### src/rtl/regbank_wb_arb.sv
// Two-requester (ALU / load) writeback arbiter for an 8 x 8-bit register bank write port.
// Build option: define REGBANK_WB_ARB_RR_EN for round-robin arbitration; otherwise ALU wins contention.
module regbank_wb_arb (
  input  logic       clk,
  input  logic       rst,
  input  logic       cen,
  input  logic       alu_valid_i,
  input  logic [2:0] alu_rd_i,
  input  logic [7:0] alu_dat_i,
  output logic       alu_ready_o,
  input  logic       mem_valid_i,
  input  logic [2:0] mem_rd_i,
  input  logic [7:0] mem_dat_i,
  output logic       mem_ready_o,
  output logic       we_o,
  output logic [2:0] rd_o,
  output logic [7:0] dat_o,
  output logic [7:0] busy_o,
  output logic       conflict_o
);

  typedef enum logic {
    PRI_ALU = 1'b0,
    PRI_MEM = 1'b1
  } arb_state_t;

  arb_state_t state_reg;
  arb_state_t state_next;

  // Slot index 0 is the ALU requester, index 1 is the load requester.
  logic [1:0] req_valid;
  logic [2:0] req_rd   [2];
  logic [7:0] req_dat  [2];
  logic [1:0] slot_full;
  logic [1:0] slot_age;
  logic [2:0] slot_rd  [2];
  logic [7:0] slot_dat [2];
  logic [1:0] grant;
  logic [1:0] ready;
  logic [1:0] accept;
  logic [2:0] sel_rd;
  logic [7:0] sel_dat;

  assign req_valid  = {mem_valid_i, alu_valid_i};
  assign req_rd[0]  = alu_rd_i;
  assign req_rd[1]  = mem_rd_i;
  assign req_dat[0] = alu_dat_i;
  assign req_dat[1] = mem_dat_i;

  assign alu_ready_o = ready[0];
  assign mem_ready_o = ready[1];

  genvar gi;
  generate
    for (gi = 0; gi < 2; gi++) begin : g_slot
      localparam int OTHER = 1 - gi;

      logic       full_reg;
      logic       age_reg;
      logic [2:0] rd_reg;
      logic [7:0] dat_reg;

      // A slot can take a new request in the same cycle its current one is granted.
      assign ready[gi]  = cen & rst & (~full_reg | grant[gi]);
      assign accept[gi] = req_valid[gi] & ready[gi];

      // age_reg set means this slot's entry was accepted before the other slot's entry.
      always_ff @(posedge clk) begin
        if (!rst) begin
          full_reg <= 1'b0;
          age_reg  <= 1'b0;
          rd_reg   <= 3'd0;
          dat_reg  <= 8'h00;
        end else if (cen) begin
          if (accept[gi]) begin
            full_reg <= 1'b1;
            age_reg  <= 1'b0;
            rd_reg   <= req_rd[gi];
            dat_reg  <= req_dat[gi];
          end else begin
            if (grant[gi]) begin
              full_reg <= 1'b0;
            end
            if (accept[OTHER]) begin
              age_reg <= 1'b1;
            end
          end
        end
      end

      assign slot_full[gi] = full_reg;
      assign slot_age[gi]  = age_reg;
      assign slot_rd[gi]   = rd_reg;
      assign slot_dat[gi]  = dat_reg;
    end
  endgenerate

  // Arbiter state register.
  always_ff @(posedge clk) begin
    if (!rst) begin
      state_reg <= PRI_ALU;
    end else if (cen) begin
      state_reg <= state_next;
    end
  end

  // Arbiter next state: the priority pointer moves away from whoever was just served.
  always_comb begin
    state_next = state_reg;
`ifdef REGBANK_WB_ARB_RR_EN
    if (grant[0]) begin
      state_next = PRI_MEM;
    end else if (grant[1]) begin
      state_next = PRI_ALU;
    end
`else
    state_next = PRI_ALU;
`endif
  end

  // Arbiter outputs: same destination forces oldest-first so writes to one register stay ordered.
  always_comb begin
    grant = 2'b00;
    if (cen && rst) begin
      if (slot_full[0] && slot_full[1]) begin
        if (slot_rd[0] == slot_rd[1]) begin
          if (slot_age[0] && !slot_age[1]) begin
            grant = 2'b01;
          end else begin
            grant = 2'b10;
          end
        end else if (state_reg == PRI_ALU) begin
          grant = 2'b01;
        end else begin
          grant = 2'b10;
        end
      end else if (slot_full[0]) begin
        grant = 2'b01;
      end else if (slot_full[1]) begin
        grant = 2'b10;
      end
    end
  end

  assign sel_rd  = grant[1] ? slot_rd[1]  : slot_rd[0];
  assign sel_dat = grant[1] ? slot_dat[1] : slot_dat[0];

  // Register-bank write stage; a grant for r0 is consumed without a write strobe.
  always_ff @(posedge clk) begin
    if (!rst) begin
      we_o       <= 1'b0;
      rd_o       <= 3'd0;
      dat_o      <= 8'h00;
      conflict_o <= 1'b0;
    end else begin
      conflict_o <= cen & slot_full[0] & slot_full[1];
      if (cen && (grant != 2'b00)) begin
        we_o  <= (sel_rd != 3'd0);
        rd_o  <= sel_rd;
        dat_o <= sel_dat;
      end else begin
        we_o <= 1'b0;
      end
    end
  end

  always_comb begin
    busy_o = 8'h00;
    for (int i = 0; i < 2; i++) begin
      if (slot_full[i]) begin
        busy_o[slot_rd[i]] = 1'b1;
      end
    end
    if (we_o) begin
      busy_o[rd_o] = 1'b1;
    end
    busy_o[0] = 1'b0;
  end

endmodule

### config.mk
export PLATFORM = sky130hd
export DESIGN_NAME = regbank_wb_arb
export DESIGN_NICKNAME = d
export VERILOG_FILES = /design/src/rtl/regbank_wb_arb.sv
export SDC_FILE = /design/constraint.sdc
export NUM_CORES = 1
export LEC_CHECK = 0
export CAP_MARGIN = 40
export CORE_MARGIN = 3
export CORE_UTILIZATION = 53
export CTS_CLUSTER_DIAMETER = 40
export DETAILED_ROUTE_END_ITERATION = 7
export PLACE_DENSITY = 0.81
export SLEW_MARGIN = 40
export SYNTH_ARGS = -nofsm -noshare
export SYNTH_HDL_FRONTEND = slang
export SYNTH_SLANG_ARGS = --single-unit
### constraint.sdc
create_clock -name clk -period 3.1 [get_ports clk]
set_clock_uncertainty 0.05 [all_clocks]
set_input_delay 0.62 -clock clk [delete_from_list [all_inputs] [get_ports clk]]
set_output_delay 0.62 -clock clk [all_outputs]
set_load 0.05 [all_outputs]
**Word-level counts from Yosys, hierarchy flattened**

Cells that the tools add are included.

- Bits in registers: 39
- Output and inout bits: 23
- Word-level logic and storage cells: 76

- Order comparisons: 6
- Equal/unequal tests: 1
- Muxes and demuxes: 25
- Bitwise operators: 13
- Reduce and logical (&&, ||, !) cells: 19

Operator list:

| kind | count |
|---|---|
| 8-bit two-way mux | 4 |
| 8-bit OR | 2 |
| 3-bit by 4-bit less-than comparator with 1-bit output (second input constant) | 3 |
| 2-bit two-way mux | 6 |
| 2-bit AND reduction | 6 |
| 1-bit two-way mux | 11 |
| 1-bit demux with 3-bit select | 3 |
| 3-bit by 1-bit >= comparator with 1-bit output (second input constant) | 3 |
| 2-bit nonzero test | 4 |
| 1-bit AND | 7 |
| 1-bit logical AND | 7 |
| 3-bit == test | 1 |
| 3-bit two-way mux | 1 |
| 3-bit nonzero test | 1 |
| 1-bit inverter | 2 |
| 1-bit OR | 2 |
| 1-bit logical NOT | 1 |

**Logic depth before layout (Yosys ltp)**

- Depth after elaboration: 11
- Mapped depth: 7

**Least setup slack after synthesis**

OpenSTA, ideal clock, no wires.

- Path kind: register -> output
- Start point: register g_slot[0].full_reg
- End point: output busy_o[3]
- Data arrival time: 2,723 ps
- Path slack: -293 ps
- Stages on the path, launching flop included: 5
- Buffers on the path: 2
- Path through: dfxtp_1 -> clkbuf_1 -> clkbuf_1 -> nand2_1 -> o311ai_0

- Longest elaborated chain between the ends: 5

Ends and longest elaborated chain:

| element | line | RTL |
|---|---|---|
| start: declaration | 58 | `logic full_reg;` |
| start signal: assignment | 70 | `full_reg <= 1'b0;` |
| start signal: assignment | 76 | `full_reg <= 1'b1;` |
| start signal: assignment | 82 | `full_reg <= 1'b0;` |
| 8-bit two-way mux * | 170 | `if (slot_full[i]) begin` |
| 8-bit OR (no line) | - |  |
| 8-bit two-way mux * | 170 |  |
| 8-bit OR (no line) | - |  |
| 8-bit two-way mux * | 174 | `if (we_o) begin` |
| end: declaration | 18 | `output logic [7:0] busy_o,` |

Mark *: on every way between the ends. The rest lies on a longest branch, timed or not.

**Worst setup path after layout**

- Start point: register g_slot[1].rd_reg[0]
- End point: output busy_o[2]

- Longest elaborated chain between the ends: 8
- Elaborated cells on any way between the ends: 9
- Those cells by class: order compare: 2; mux: 4; bitwise: 2; reduce/logical: 1

Ends and longest elaborated chain:

| element | line | RTL |
|---|---|---|
| start: declaration | 60 | `logic [2:0] rd_reg;` |
| start signal: assignment | 78 | `rd_reg <= req_rd[gi];` |
| 3-bit by 4-bit less-than comparator with 1-bit output (not written as such) or 3-bit by 1-bit >= comparator with 1-bit output (tied branches) | 171 | `busy_o[slot_rd[i]] = 1'b1;` |
| 1-bit logical AND (not written as such) | 171 |  |
| 1-bit two-way mux (not written as such) | 171 |  |
| 1-bit demux with 3-bit select * | 171 |  |
| 8-bit OR (no line) * | - |  |
| 8-bit two-way mux * | 170 |  |
| 8-bit OR (no line) | - |  |
| 8-bit two-way mux * | 174 |  |

Marks and branches as above.

==> results.json <==
{
  "synth_cells": 249,
  "maxCapViolCount": 0,
  "antenna_found_initial": 0,
  "io_buffers": 48,
  "routedWlPerCell_um": 15.61,
  "yosysMostFrequentCell": "dfxtp_1",
  "syn-mean-instance-area_um2": 8.301,
  "cts_tree": "built",
  "hp-class": "reg -> reg",
  "final_util_pct": 72.26,
  "slew_headroom_pct": 57.65,
  "startpoint": "g_slot[1].rd_reg[0]$_SDFFE_PN0P_",
  "fp.dieH_um": 68.45,
  "cts.repair.resized": 0,
  "critPathLaunchType": "register",
  "cts_hold_buf": 0,
  "placementRows": 22,
  "cp_data_required_time_ns": 2.43,
  "viasPerCell": 5.763,
  "ys_warn_count": 0,
  "gr-usage-met3_pct": 5.747,
  "yosysTopAreaCell": "dfxtp_1",
  "dp_hpwl_mm": 3.720,
  "fp.coreArea_mm2": 0.003716,
  "clockBufferDepth": 2,
  "vias": 1948,
  "antenna_cells": 0,
  "grt_pass1_wl_mm": 8.535,
  "grt_util_all_layers_pct": 24.07,
  "r2r_end": "g_slot[0].dat_reg[6]$_SDFFE_PN0P_",
  "fmax_ghz": 0.3498,
  "slowest_delay_ns": 0.80,
  "rsz0062_at_grt": "false",
  "hold_viol": 0,
  "wirelength_mm": 5.276,
  "slowest_stage": "clkdlybuf4s50_1",
  "synth_fp_nets": 276,
  "cp.depth": 3,
  "io_pins": 50,
  "fin_ws_ns": 0.2410,
  "ys_types": 45,
  "gp_congestion": 0.9050,
  "r2r_setup_slack_ns": 0.71,
  "cp_cell_sequence": "or4_1, nand3_1, clkdlybuf4s50_1",
  "largest_reg_flops": 16,
  "dieArea_mm2": 0.004685,
  "drv_slew": 0,
  "drive_gt1_share_pct": 11.38,
  "pwr_density_cell_mw_per_mm2": 453.0,
  "fp.dieW_um": 68.45,
  "syn_area_mm2": 0.002067,
  "cp_top_family": "buffers and inverters",
  "ff2ff_path_depth": 4,
  "cts.reportedPaths.clkPinSlew_ns": 0.08,
  "dpl_cell_area_mm2": 0.002570,
  "design_area_mm2": 0.002685,
  "critical_path_buf_inv_count": 1,
  "clkLatencyLatePin_ns": 0.30,
  "final_nets": 316,
  "synth-edff-count": 0,
  "grt_max_degree": 20,
  "r2r-start": "g_slot[0].rd_reg[1]$_SDFFE_PN0P_",
  "firstDrtPassIters": 4,
  "busiest_layer": "met2",
  "use_met2_pct": 36.23,
  "crit_end": "busy_o[2]",
  "ant_nets": 0,
  "setup_viol": 0,
  "endpoint_kind": "output port",
  "clock_sinks": 39,
  "post-route-period-util_pct": 92.23,
  "ys_top_cells_by_count": "dfxtp_1 (39), nand2_1 (29), inv_1 (25), nand3_1 (22), clkbuf_1 (19)",
  "cp_max_fo": 10,
  "power.leakage_nw": 1.088,
  "post-cts-setup-buffers": 0,
  "drc": 0,
  "dominantRegCellSynth": "dfxtp_1",
  "yosysTopAreaCellShare_pct": 37.77,
  "cts_inserted_buffers": 5,
  "first_global_vias": 1815,
  "cp_data_arrival_time_ns": 2.19,
  "worst_pin_slew_ns": 0.6295,
  "ys_ff_latch": 39,
  "start_util_pct": 55.62,
  "async_reset_ff_share_pct": 0,
  "drt_iter0_markers": 153,
  "pre_cts_slack_ns": 0.5684,
  "htreeDepth": 2,
  "critical_path_class": "reg -> out",
  "synth_area_leaders": "dfxtp_1 (38%), mux2i_1 (5.8%), nand3_1 (5.3%), nand2_1 (5.3%), o221a_2 (4.9%)",
  "finalPower_mw": 1.216,
  "setup_tns_ns": 0,
  "gr-total-overflow": 0,
  "outcome": "completed",
  "area.growth.synth_to_final_pct": 29.90,
  "seq_area_frac_synth_pct": 37.77,
  "fin_crit_ns": 2.859,
  "peakVddDrop_mv": 0.3042,
  "fillers": 289,
  "root_buffer": "clkbuf_8",
  "use_met1_pct": 33.00
}
==> how the worst min path moves through the flow <==
stage	start	to	slack, ns	cells after the start
6_report	g_slot[0].dat_reg[7]$_SDFFE_PN0P_	g_slot[0].dat_reg[7]$_SDFFE_PN0P_	0.43	2
2_1_floorplan	g_slot[1].age_reg$_SDFFE_PN0P_	g_slot[1].age_reg$_SDFFE_PN0P_	0.38	2
4_1_cts	g_slot[1].age_reg$_SDFFE_PN0P_	g_slot[1].age_reg$_SDFFE_PN0P_	0.43	2
3_3_place_gp	g_slot[1].age_reg$_SDFFE_PN0P_	g_slot[1].age_reg$_SDFFE_PN0P_	0.40	2
3_5_place_dp	g_slot[1].age_reg$_SDFFE_PN0P_	g_slot[1].age_reg$_SDFFE_PN0P_	0.41	2
5_1_grt	g_slot[0].dat_reg[0]$_SDFFE_PN0P_	g_slot[0].dat_reg[0]$_SDFFE_PN0P_	0.46	2
==> worst register-to-register path: stages, from the launching register on <==
cell and delay (ns):
dfxtp_1 0.58, xor2_1 0.22, or4_4 0.62, o211ai_4 0.57
mux2i_1 0.27
==> area by class of cell <==
type / count / area [um^2] / share of cell area [%]
flip-flops and latches: 39 / 780.7 / 29.08
clock buffers: 5 / 68.82 / 2.563
inverters: 25 / 93.84 / 3.495
repair buffers: 57 / 568.0 / 21.16
well taps: 48 / 60.06 / 2.237
multi-input cells: 161 / 1067 / 39.75
clock inverters: 3 / 46.29 / 1.724
==> cell families after synthesis <==
family	Yosys count	synth area share [%]
flops	39	37.77
compound gates	65	24.40
mux	12	5.811
xor+xnor	3	1.635
buf+inv	49	10.96
simple gates	80	19.25
other cells	1	0.1814
==> where the power goes <==
group | internal, mW | switching, mW | total (mW)
logic | 0.101 | 0.127 | 0.229
clock network | 0.242 | 0.188 | 0.430
registers | 0.527 | 0.0308 | 0.558
total | 0.870 | 0.346 | 1.22
==> routing by layer <==
metal / up-vias / wire length [um]
met5: - / 0
met4: 0 / 94
met3: 9 / 335
met2: 75 / 2355
met1: 890 / 2491
li1: 974 / -
==> metrics by stage <==
step / hold WS (ns) / instances
6_report: 0.4312 / 338
5_1_grt: 0.4552 / 338
4_1_cts: 0.4254 / 338
3_5_place_dp: 0.4110 / 330
3_3_place_gp: 0.3988 / 330
2_1_floorplan: 0.3842 / 249
==> cell usage in the layout, fill, tap and decap left out, types with 2 or more instances in the layout <==
cell type	instances
xor2_1	2
buf_12	2
mux2i_1	12
o31ai_1	3
clkdlybuf4s50_1	46
and2_1	3
clkbuf_8	5
inv_1	25
o22ai_1	8
nor2b_1	6
nand4_1	3
nor4_1	2
nand2b_1	2
a211oi_1	2
a221oi_1	8
nor2_1	6
nand2_1	29
buf_4	9
o311ai_1	2
nand3_1	22
o21ai_0	13
o221a_2	9
a21oi_1	5
nand3b_1	2
dfxtp_1	39
No activity file was read; power rests on OpenSTA's default activity.
